==> src/rtl/rop_dcr_ctrl.sv <==
// Double-buffered ROP state controller: DCR writes fill a shadow copy, COMMIT fences and drains
// the ROP pipeline before copying shadow to active. Optional stall counter under ROP_DCR_PERF_EN.
package rop_dcr_pkg;
  localparam int ROP_DEPTH_FUNC_BITS = 3;
  localparam int ROP_STENCIL_OP_BITS = 3;
  localparam int ROP_BLEND_MODE_BITS = 3;
  localparam int ROP_BLEND_FUNC_BITS = 4;
  localparam int ROP_LOGIC_OP_BITS   = 4;

  typedef struct packed {
    logic [ROP_STENCIL_OP_BITS-1:0] func;
    logic [ROP_STENCIL_OP_BITS-1:0] zpass;
    logic [ROP_STENCIL_OP_BITS-1:0] zfail;
    logic [ROP_STENCIL_OP_BITS-1:0] fail;
    logic [7:0]                     mask;
    logic [7:0]                     ref_val;
  } rop_stencil_t;

  typedef struct packed {
    logic [31:0]                    cbuf_addr;
    logic [31:0]                    cbuf_pitch;
    logic [31:0]                    cbuf_mask;
    logic [31:0]                    zbuf_addr;
    logic [31:0]                    zbuf_pitch;
    logic [ROP_DEPTH_FUNC_BITS-1:0] depth_func;
    logic                           depth_mask;
    rop_stencil_t                   stencil_front;
    rop_stencil_t                   stencil_back;
    logic [ROP_BLEND_MODE_BITS-1:0] blend_mode_rgb;
    logic [ROP_BLEND_MODE_BITS-1:0] blend_mode_a;
    logic [ROP_BLEND_FUNC_BITS-1:0] blend_src_rgb;
    logic [ROP_BLEND_FUNC_BITS-1:0] blend_src_a;
    logic [ROP_BLEND_FUNC_BITS-1:0] blend_dst_rgb;
    logic [ROP_BLEND_FUNC_BITS-1:0] blend_dst_a;
    logic [31:0]                    blend_const;
    logic [ROP_LOGIC_OP_BITS-1:0]   logic_op;
  } rop_dcrs_t;

  function automatic rop_dcrs_t rop_dcrs_reset_value();
    rop_dcrs_t v;
    v = {$bits(rop_dcrs_t){1'b0}};
    v.cbuf_mask          = 32'hFFFF_FFFF;
    v.depth_mask         = 1'b1;
    v.stencil_front.mask = 8'hFF;
    v.stencil_back.mask  = 8'hFF;
    return v;
  endfunction
endpackage

module rop_dcr_ctrl_chk (
  input logic clk,
  input logic reset,
  input logic rop_rsp_fire,
  input logic count_zero
);
  // A retire with nothing outstanding means the front end lost track of its requests.
  assert property (@(posedge clk) disable iff (reset) !(rop_rsp_fire && count_zero));
endmodule

module rop_dcr_ctrl
  import rop_dcr_pkg::*;
#(
  parameter logic [11:0] DCR_BASE     = 12'h010,
  parameter int          MAX_INFLIGHT = 64
) (
  input  logic        clk,
  input  logic        reset,
  input  logic        dcr_wr_valid,
  input  logic [11:0] dcr_wr_addr,
  input  logic [31:0] dcr_wr_data,
  output logic        dcr_wr_ready,
  input  logic        rop_req_fire,
  input  logic        rop_rsp_fire,
  output logic        rop_req_enable,
  output rop_dcrs_t   dcrs,
  output logic        dcrs_updated,
  output logic        busy,
  output logic [31:0] perf_stall_cycles
);
  localparam int CNT_W = $clog2(MAX_INFLIGHT + 1);
  localparam logic [CNT_W-1:0] CNT_ZERO = CNT_W'(1'b0);
  localparam logic [CNT_W-1:0] CNT_ONE  = CNT_W'(1'b1);
  localparam logic [CNT_W-1:0] CNT_MAX  = CNT_W'(MAX_INFLIGHT);

  typedef enum logic [1:0] {
    ST_IDLE  = 2'd0,
    ST_DRAIN = 2'd1,
    ST_APPLY = 2'd2
  } state_t;

  state_t           state_r, state_nxt_s;
  logic [CNT_W-1:0] count_r, count_nxt_s;
  rop_dcrs_t        shadow_r, shadow_nxt_s;
  rop_dcrs_t        active_r;
  logic             updated_r;
  logic [11:0]      offset_s;
  logic             wr_accept_s;
  logic             commit_s;

  // Addresses below the base wrap to large offsets and fall outside the register map.
  assign offset_s    = dcr_wr_addr - DCR_BASE;
  assign wr_accept_s = dcr_wr_valid && (state_r == ST_IDLE);
  assign commit_s    = wr_accept_s && (offset_s == 12'd17);

  // In-flight count: simultaneous issue and retire cancel; an underflowing retire holds at zero.
  always_comb begin
    count_nxt_s = count_r;
    if (rop_req_fire && !rop_rsp_fire) begin
      count_nxt_s = count_r + CNT_ONE;
    end else if (!rop_req_fire && rop_rsp_fire) begin
      if (count_r != CNT_ZERO) begin
        count_nxt_s = count_r - CNT_ONE;
      end else begin
        count_nxt_s = CNT_ZERO;
      end
    end else begin
      count_nxt_s = count_r;
    end
  end

  // Commit sequencing; drain ends as soon as the count is about to reach zero.
  always_comb begin
    state_nxt_s = state_r;
    case (state_r)
      ST_IDLE: begin
        if (commit_s) state_nxt_s = ST_DRAIN;
        else          state_nxt_s = ST_IDLE;
      end
      ST_DRAIN: begin
        if (count_nxt_s == CNT_ZERO) state_nxt_s = ST_APPLY;
        else                         state_nxt_s = ST_DRAIN;
      end
      ST_APPLY: state_nxt_s = ST_IDLE;
      default:  state_nxt_s = ST_IDLE;
    endcase
  end

  // Shadow register decode; fields narrower than their data lane are truncated.
  always_comb begin
    shadow_nxt_s = shadow_r;
    if (wr_accept_s) begin
      case (offset_s)
        12'd0:  shadow_nxt_s.cbuf_addr  = dcr_wr_data;
        12'd1:  shadow_nxt_s.cbuf_pitch = dcr_wr_data;
        12'd2:  shadow_nxt_s.cbuf_mask  = dcr_wr_data;
        12'd3:  shadow_nxt_s.zbuf_addr  = dcr_wr_data;
        12'd4:  shadow_nxt_s.zbuf_pitch = dcr_wr_data;
        12'd5:  shadow_nxt_s.depth_func = dcr_wr_data[ROP_DEPTH_FUNC_BITS-1:0];
        12'd6:  shadow_nxt_s.depth_mask = dcr_wr_data[0];
        12'd7: begin
          shadow_nxt_s.stencil_front.func = dcr_wr_data[0 +: ROP_STENCIL_OP_BITS];
          shadow_nxt_s.stencil_back.func  = dcr_wr_data[16 +: ROP_STENCIL_OP_BITS];
        end
        12'd8: begin
          shadow_nxt_s.stencil_front.zpass = dcr_wr_data[0 +: ROP_STENCIL_OP_BITS];
          shadow_nxt_s.stencil_back.zpass  = dcr_wr_data[16 +: ROP_STENCIL_OP_BITS];
        end
        12'd9: begin
          shadow_nxt_s.stencil_front.zfail = dcr_wr_data[0 +: ROP_STENCIL_OP_BITS];
          shadow_nxt_s.stencil_back.zfail  = dcr_wr_data[16 +: ROP_STENCIL_OP_BITS];
        end
        12'd10: begin
          shadow_nxt_s.stencil_front.fail = dcr_wr_data[0 +: ROP_STENCIL_OP_BITS];
          shadow_nxt_s.stencil_back.fail  = dcr_wr_data[16 +: ROP_STENCIL_OP_BITS];
        end
        12'd11: begin
          shadow_nxt_s.stencil_front.mask = dcr_wr_data[7:0];
          shadow_nxt_s.stencil_back.mask  = dcr_wr_data[23:16];
        end
        12'd12: begin
          shadow_nxt_s.stencil_front.ref_val = dcr_wr_data[7:0];
          shadow_nxt_s.stencil_back.ref_val  = dcr_wr_data[23:16];
        end
        12'd13: begin
          shadow_nxt_s.blend_mode_rgb = dcr_wr_data[0 +: ROP_BLEND_MODE_BITS];
          shadow_nxt_s.blend_mode_a   = dcr_wr_data[16 +: ROP_BLEND_MODE_BITS];
        end
        12'd14: begin
          shadow_nxt_s.blend_src_rgb = dcr_wr_data[0 +: ROP_BLEND_FUNC_BITS];
          shadow_nxt_s.blend_src_a   = dcr_wr_data[8 +: ROP_BLEND_FUNC_BITS];
          shadow_nxt_s.blend_dst_rgb = dcr_wr_data[16 +: ROP_BLEND_FUNC_BITS];
          shadow_nxt_s.blend_dst_a   = dcr_wr_data[24 +: ROP_BLEND_FUNC_BITS];
        end
        12'd15: shadow_nxt_s.blend_const = dcr_wr_data;
        12'd16: shadow_nxt_s.logic_op    = dcr_wr_data[ROP_LOGIC_OP_BITS-1:0];
        12'd17: shadow_nxt_s = shadow_r;
        default: shadow_nxt_s = shadow_r;
      endcase
    end else begin
      shadow_nxt_s = shadow_r;
    end
  end

  // State, count and both register copies; active only moves on the edge leaving APPLY.
  always_ff @(posedge clk) begin
    if (reset) begin
      state_r   <= ST_IDLE;
      count_r   <= CNT_ZERO;
      shadow_r  <= rop_dcrs_reset_value();
      active_r  <= rop_dcrs_reset_value();
      updated_r <= 1'b0;
    end else begin
      state_r   <= state_nxt_s;
      count_r   <= count_nxt_s;
      shadow_r  <= shadow_nxt_s;
      if (state_r == ST_APPLY) active_r <= shadow_r;
      else                     active_r <= active_r;
      updated_r <= (state_r == ST_APPLY);
    end
  end

`ifdef ROP_DCR_PERF_EN
  logic [31:0] perf_r;

  // Fenced-cycle counter, wrapping at 2^32.
  always_ff @(posedge clk) begin
    if (reset)                   perf_r <= 32'h0;
    else if (state_r != ST_IDLE) perf_r <= perf_r + 32'd1;
    else                         perf_r <= perf_r;
  end

  assign perf_stall_cycles = perf_r;
`else
  assign perf_stall_cycles = 32'h0;
`endif

  assign dcr_wr_ready   = (state_r == ST_IDLE);
  assign rop_req_enable = (state_r == ST_IDLE) && (count_r < CNT_MAX);
  assign busy           = (state_r != ST_IDLE);
  assign dcrs           = active_r;
  assign dcrs_updated   = updated_r;

  rop_dcr_ctrl_chk u_chk (
    .clk          (clk),
    .reset        (reset),
    .rop_rsp_fire (rop_rsp_fire),
    .count_zero   (count_r == CNT_ZERO)
  );
endmodule

==> config.mk <==
export PLATFORM = sky130hd
export DESIGN_NAME = rop_dcr_ctrl
export DESIGN_NICKNAME = d
export VERILOG_FILES = /design/src/rtl/rop_dcr_ctrl.sv
export SDC_FILE = /design/constraint.sdc
export NUM_CORES = 1
export LEC_CHECK = 0
export ABC_AREA = 1
export CAP_MARGIN = 20
export CORE_MARGIN = 8
export CORE_UTILIZATION = 45
export DETAILED_ROUTE_END_ITERATION = 10
export GPL_TIMING_DRIVEN = 0
export PLACE_DENSITY = 0.81
export SLEW_MARGIN = 10
export SYNTH_ARGS = -nofsm -noshare
export SYNTH_HDL_FRONTEND = slang
export SYNTH_HIERARCHICAL = 1
export SYNTH_SLANG_ARGS = --single-unit
==> constraint.sdc <==
create_clock -name clk -period 4.5 [get_ports clk]
set_input_delay 1.125 -clock clk [delete_from_list [all_inputs] [get_ports clk]]
set_output_delay 1.125 -clock clk [all_outputs]
set_load 0.01 [all_outputs]
* After elaboration in Yosys (flattened, before gate mapping)
Index checks and enable logic that the tools add are counted.
Storage, ports and cells: input port bits 49, register bits after elaboration 566, output and inout bits 314, word-level logic and storage cells 115
Operators by class: equality and inequality tests 19, add/subtract/negate cells 3, reduce and logical (&&, ||, !) cells 29, $lt $le $gt $ge 1, multiplexer cells 6
Operator list (count):
- $eq 12x4->1 const B | 8
- $eq 12x3->1 const B | 4
- $reduce_and 2->1 | 17
- $eq 12x2->1 const B | 2
- $eq 12x5->1 const B | 2
- $mux 7 | 3
- $eq 12x1->1 const B | 1
- $logic_not 12->1 | 1
- $sub 12x5->12 const B | 1
- $add 7x1->7 const B | 1
- $logic_not 7->1 | 1
- $lt 7x7->1 const B | 1
- $reduce_bool 7->1 | 1
- $sub 7x1->7 const B | 1
- $logic_and 1x1->1 | 5
- $pmux 2 s2 | 1
- $eq 2x1->1 const B | 1
- $eq 2x2->1 const B | 1
- $logic_not 1->1 | 2
- $logic_not 2->1 | 1
- $mux 2 | 1
- $reduce_bool 2->1 | 1
- $mux 1 | 1

* Depth between registers and ports, before layout
Gate-level depths: netlist of run 1.
word-level depth 7, gate-level depth with buffers 13, depth with buffers taken out 13

* Worst setup path before layout of run 1
No wires, ideal clock.
path kind input to register, from input port dcr_wr_addr[9], to register shadow_r[226] (netlist name), cell stages on the path 6, data arrival time 2.407 ns, setup slack 1.947 ns, library setup time 0.146 ns, required time 4.354 ns, buffers on the path 1, path through or3_4 -> nor2_4 -> inv_2 -> nor3_4 -> buf_4 -> a211oi_2
On the way: word-level cells in the longest chain between the ends 3
Ends and longest elaborated chain:
- start: declaration | RTL line 69 | input logic [11:0] dcr_wr_addr,
- $sub 12x5->12 | RTL line 101 | assign offset_s = dcr_wr_addr - DCR_BASE;
- $eq 12x1->1 | RTL line 142 | case (offset_s)
- $reduce_and 2->1 (no line)
- end signal: assignment | RTL line 199 | shadow_r <= rop_dcrs_reset_value();
- end signal: assignment | RTL line 205 | shadow_r <= shadow_nxt_s;
- end: declaration | RTL line 93 | rop_dcrs_t shadow_r, shadow_nxt_s;
No other way between the ends. A chain may end at the register's enable or synchronous reset.

* Final worst setup path of run 1
from register state_r[0], to output port rop_req_enable
On the way: word-level cells in the longest chain between the ends 2
Ends and longest elaborated chain:
- start: declaration | RTL line 91 | state_t state_r, state_nxt_s;
- start signal: assignment | RTL line 203 | state_r <= state_nxt_s;
- $logic_not 2->1 | RTL line 228 | assign rop_req_enable = (state_r == ST_IDLE) && (count_r < CNT_MAX);
- $logic_and 1x1->1 | RTL line 228
- end: declaration | RTL line 74 | output logic rop_req_enable,
No other way between the ends.

==> impl_metrics.ini, run 1 <==
[power_and_ir_drop]
leakagePower_nw = 11.3
p_per_area_nw_per_um2 = 386
vdd_drop_max_mv = 0.267

[sta]
hold_violations = 0
drv_slew = 0
setup_viol = 0
grt_setup_unrepaired = no
fmax_mhz = 333
fin_crit_sh = 0.666
whs_ns = 0.454
relSlewSlack = 0.215
worst_slack_ns = 1.50
setup_tns_ns = 0
fin_skew_ns = 0.0211
fin_crit_ns = 3.00
worstMarginPinSlew_ns = 1.18

[global_route]
grt_pass1_vias = 18000
gr-total-overflow = 0
grt_start_max_net_pins = 15
grt_pass1_wl_mm = 106
antenna_found_initial = 4
track_usage = 0.265

[routing]
ant_nets = 0
met1_length_mm = 29.1
drt_wl_total_mm = 71.3
drt-initial-drc-count = 1525
routedWlPerCell_um = 20.7
met2_length_mm = 32.6
met3RoutedLength_mm = 6.09
vias_per_cell = 5.36
via_count = 18400
firstDrtPassIters = 5
route.detailed.drc = 0
top_layer_used = met5

[die]
ioPinCount = 363
die_height_um = 227
start_util = 0.456
rows = 77
die_w_um = 227
coreArea_um2 = 44100
dieArea_um2 = 51700

[critical_path]
cp-end-kind = primary output
required_ns = 3.38
worstPathMaxFanout = 3
worstSetupPathType = reg2out
crit_chain = nor2_4 -> inv_1 -> nor2_1 -> clkdlybuf4s50_1
slowest_delay_ns = 0.54
crit_arrival_ns = 1.87
cpMaxStageDelayCell = clkdlybuf4s50_1
critPathLaunchType = register

[cells_and_area]
utilization = 0.592
drive_gt1_frac = 0.0868
final_area_um2 = 26100
flow.area_growth_from_synthesis_pct = 30.0
layout.nets = 2849

[clock_tree]
cts.clk_slew.worst_paths_ns = 0.06
cts_sinks = 566
cts_resized = 0
clk_path_buf_depth = 3
htree_levels = 2
ctsHoldBuffers = 0
cts_setup_buffers = 0
cts_tree = done
numCtsBuffers = 55
clockRootBuffer = clkbuf_16
insertion_delay_ns = 0.61

[synth]
synth_cell_types = 33
async_flop_share = 0
synthCells = 2378
ys_seq_area_frac = 0.563
ys_ff_latch = 566
synthesis.area_um2 = 20100
yosys-top-cells-count = dfxtp_1 (566), nor2_1 (559), o21ai_0 (365), nand2_1 (188), a21oi_1 (160)
yosysTopAreaCell = dfxtp_1
yosys_warnings = 6
synth_area_leaders = dfxtp_1 (56%), nor2_1 (10%), o21ai_0 (9.1%), a21oi_1 (4.0%), nand2_1 (3.5%)
synth_most_common_cell = dfxtp_1
synth_top_area_frac = 0.563
ys.flop_type = dfxtp_1
syn_avg_cell_area_um2 = 8.46
synth-edff-count = 0

[place]
place_area_um2 = 24300
numPortBuffers = 329
gp_congestion = 0.888
place_ws_ns = 0.963
dp_hpwl_mm = 52.0

[flow_run]
maxCapViolations = 0

[min_path]
hold_class = reg2reg

[run_status]
outcome = completed
==> through the flow <==
| step | std cells | total power, mW |
|---|---|---|
| 2_1_floorplan | 2409 | 5.35 |
| 3_3_place_gp | 3330 | 5.53 |
| 3_5_place_dp | 3333 | 5.54 |
| 4_1_cts | 3436 | 10.1 |
| 5_1_grt | 3437 | 10.4 |
| 6_report | 3439 | 10.1 |
==> final cells by class <==
| class | count | area [um2] |
|---|---|---|
| inverters | 82 | 308 |
| plain buffers | 212 | 1030 |
| well taps | 592 | 741 |
| multi-input cells | 1549 | 7560 |
| clock inverters | 29 | 284 |
| flip-flops and latches | 566 | 11300 |
| clock buffers | 74 | 1540 |
| fillers | 3837 | 18000 |
| diodes | 3 | 7.51 |
| repair buffers | 332 | 3340 |
==> cells by family (layout without fill, tap and decap cells) <==
group / after synthesis / after routing / share of synthesized area
XOR/XNOR: 2 / 2 / 0.000871
AND/OR/NAND/NOR: 843 / 843 / 0.169
buffers and inverters: 294 / 729 / 0.0666
AO/OA/AOI/OAI: 670 / 670 / 0.199
flip-flops: 566 / 566 / 0.563
adder cells (fa/ha/maj): 2 / 2 / 0.00124
other: 1 / 35 / 0.000186
==> cells in the final DEF (no fill, tap or decap), types with 2 or more instances in the layout <==
master	count
a211oi_1	40
a211oi_2	56
a21oi_1	160
buf_1	2
buf_2	29
buf_4	41
buf_6	6
buf_8	3
bufinv_16	4
clkbuf_1	144
clkbuf_16	55
clkbuf_8	9
clkdlybuf4s50_1	329
clkinv_2	13
clkinv_4	2
clkinvlp_4	5
conb_1	32
dfxtp_1	566
diode_2	3
ha_1	2
inv_1	79
inv_2	3
inv_6	5
nand2_1	188
nand3_1	66
nand3_2	2
nand4_1	7
nor2_1	559
nor2_4	6
nor3_1	6
nor3_4	2
o211ai_1	48
o21ai_0	365
==> sequential cells by signal, indices dropped and copies added (netlist names) <==
name,count
dcrs_updated,1
count_r,7
dcrs,278
shadow_r,278
state_r,2
==> layer usage <==
layer	vias up	global-route usage
met5	-	0
li1	8684	-
met2	781	0.430
met1	8789	0.329
met3	175	0.0584
met4	4	0.138
==> worst paths after layout <==
check                           cells past startpoint  slack [ns]              to        from
worst max-delay path                                4        1.50  rop_req_enable  state_r[0]
worst min-delay path                                2        0.45       dcrs[203]   dcrs[203]
worst max register to register                      7        2.24       dcrs[228]  state_r[1]
worst min register to register                      2        0.45       dcrs[203]   dcrs[203]
==> power breakdown <==
part	total, mW	switching, mW	internal, mW	leakage [nW]
clock	4.64	2.00	2.64	0.893
combinational	0.418	0.304	0.114	5.83
sequential	5.02	0.00794	5.02	4.56
total	10.1	2.31	7.77	11.3
==> worst max-delay path: cells and delay by family, from the launching register on <==
kind	cells	cell delay, ns
and+or+nand+nor	2	0.30
buffers and inverters	2	0.63
DFF	1	0.34
(Power assumes the default switching activity.)
==> run 2: changes to the inputs <==
Clock period 4.5 ns to 2.89 ns, I/O delays scaled along.
==> results of run 2 <==
The final DEF is identical to that of run 1. Status: completed.
Main changes from that run: setup slack after placement 0.963 ns -> -0.244 ns; setup slack after layout 1.50 ns -> 0.293 ns; register-to-register setup slack 2.24 ns -> 0.63 ns; total power 10.1 mW -> 15.7 mW; worst IR drop on VDD 0.267 mV -> 0.416 mV
==> run 3: changes to the inputs <==
Settings changed: GPL_ROUTABILITY_DRIVEN from default to 1.
==> results of run 3 <==
The final DEF is identical to that of run 1. Status: completed.
Main changes from that run: setup slack after placement 0.963 ns -> -0.244 ns; setup slack after layout 1.50 ns -> 0.293 ns; register-to-register setup slack 2.24 ns -> 0.63 ns; total power 10.1 mW -> 15.7 mW; worst IR drop on VDD 0.267 mV -> 0.416 mV
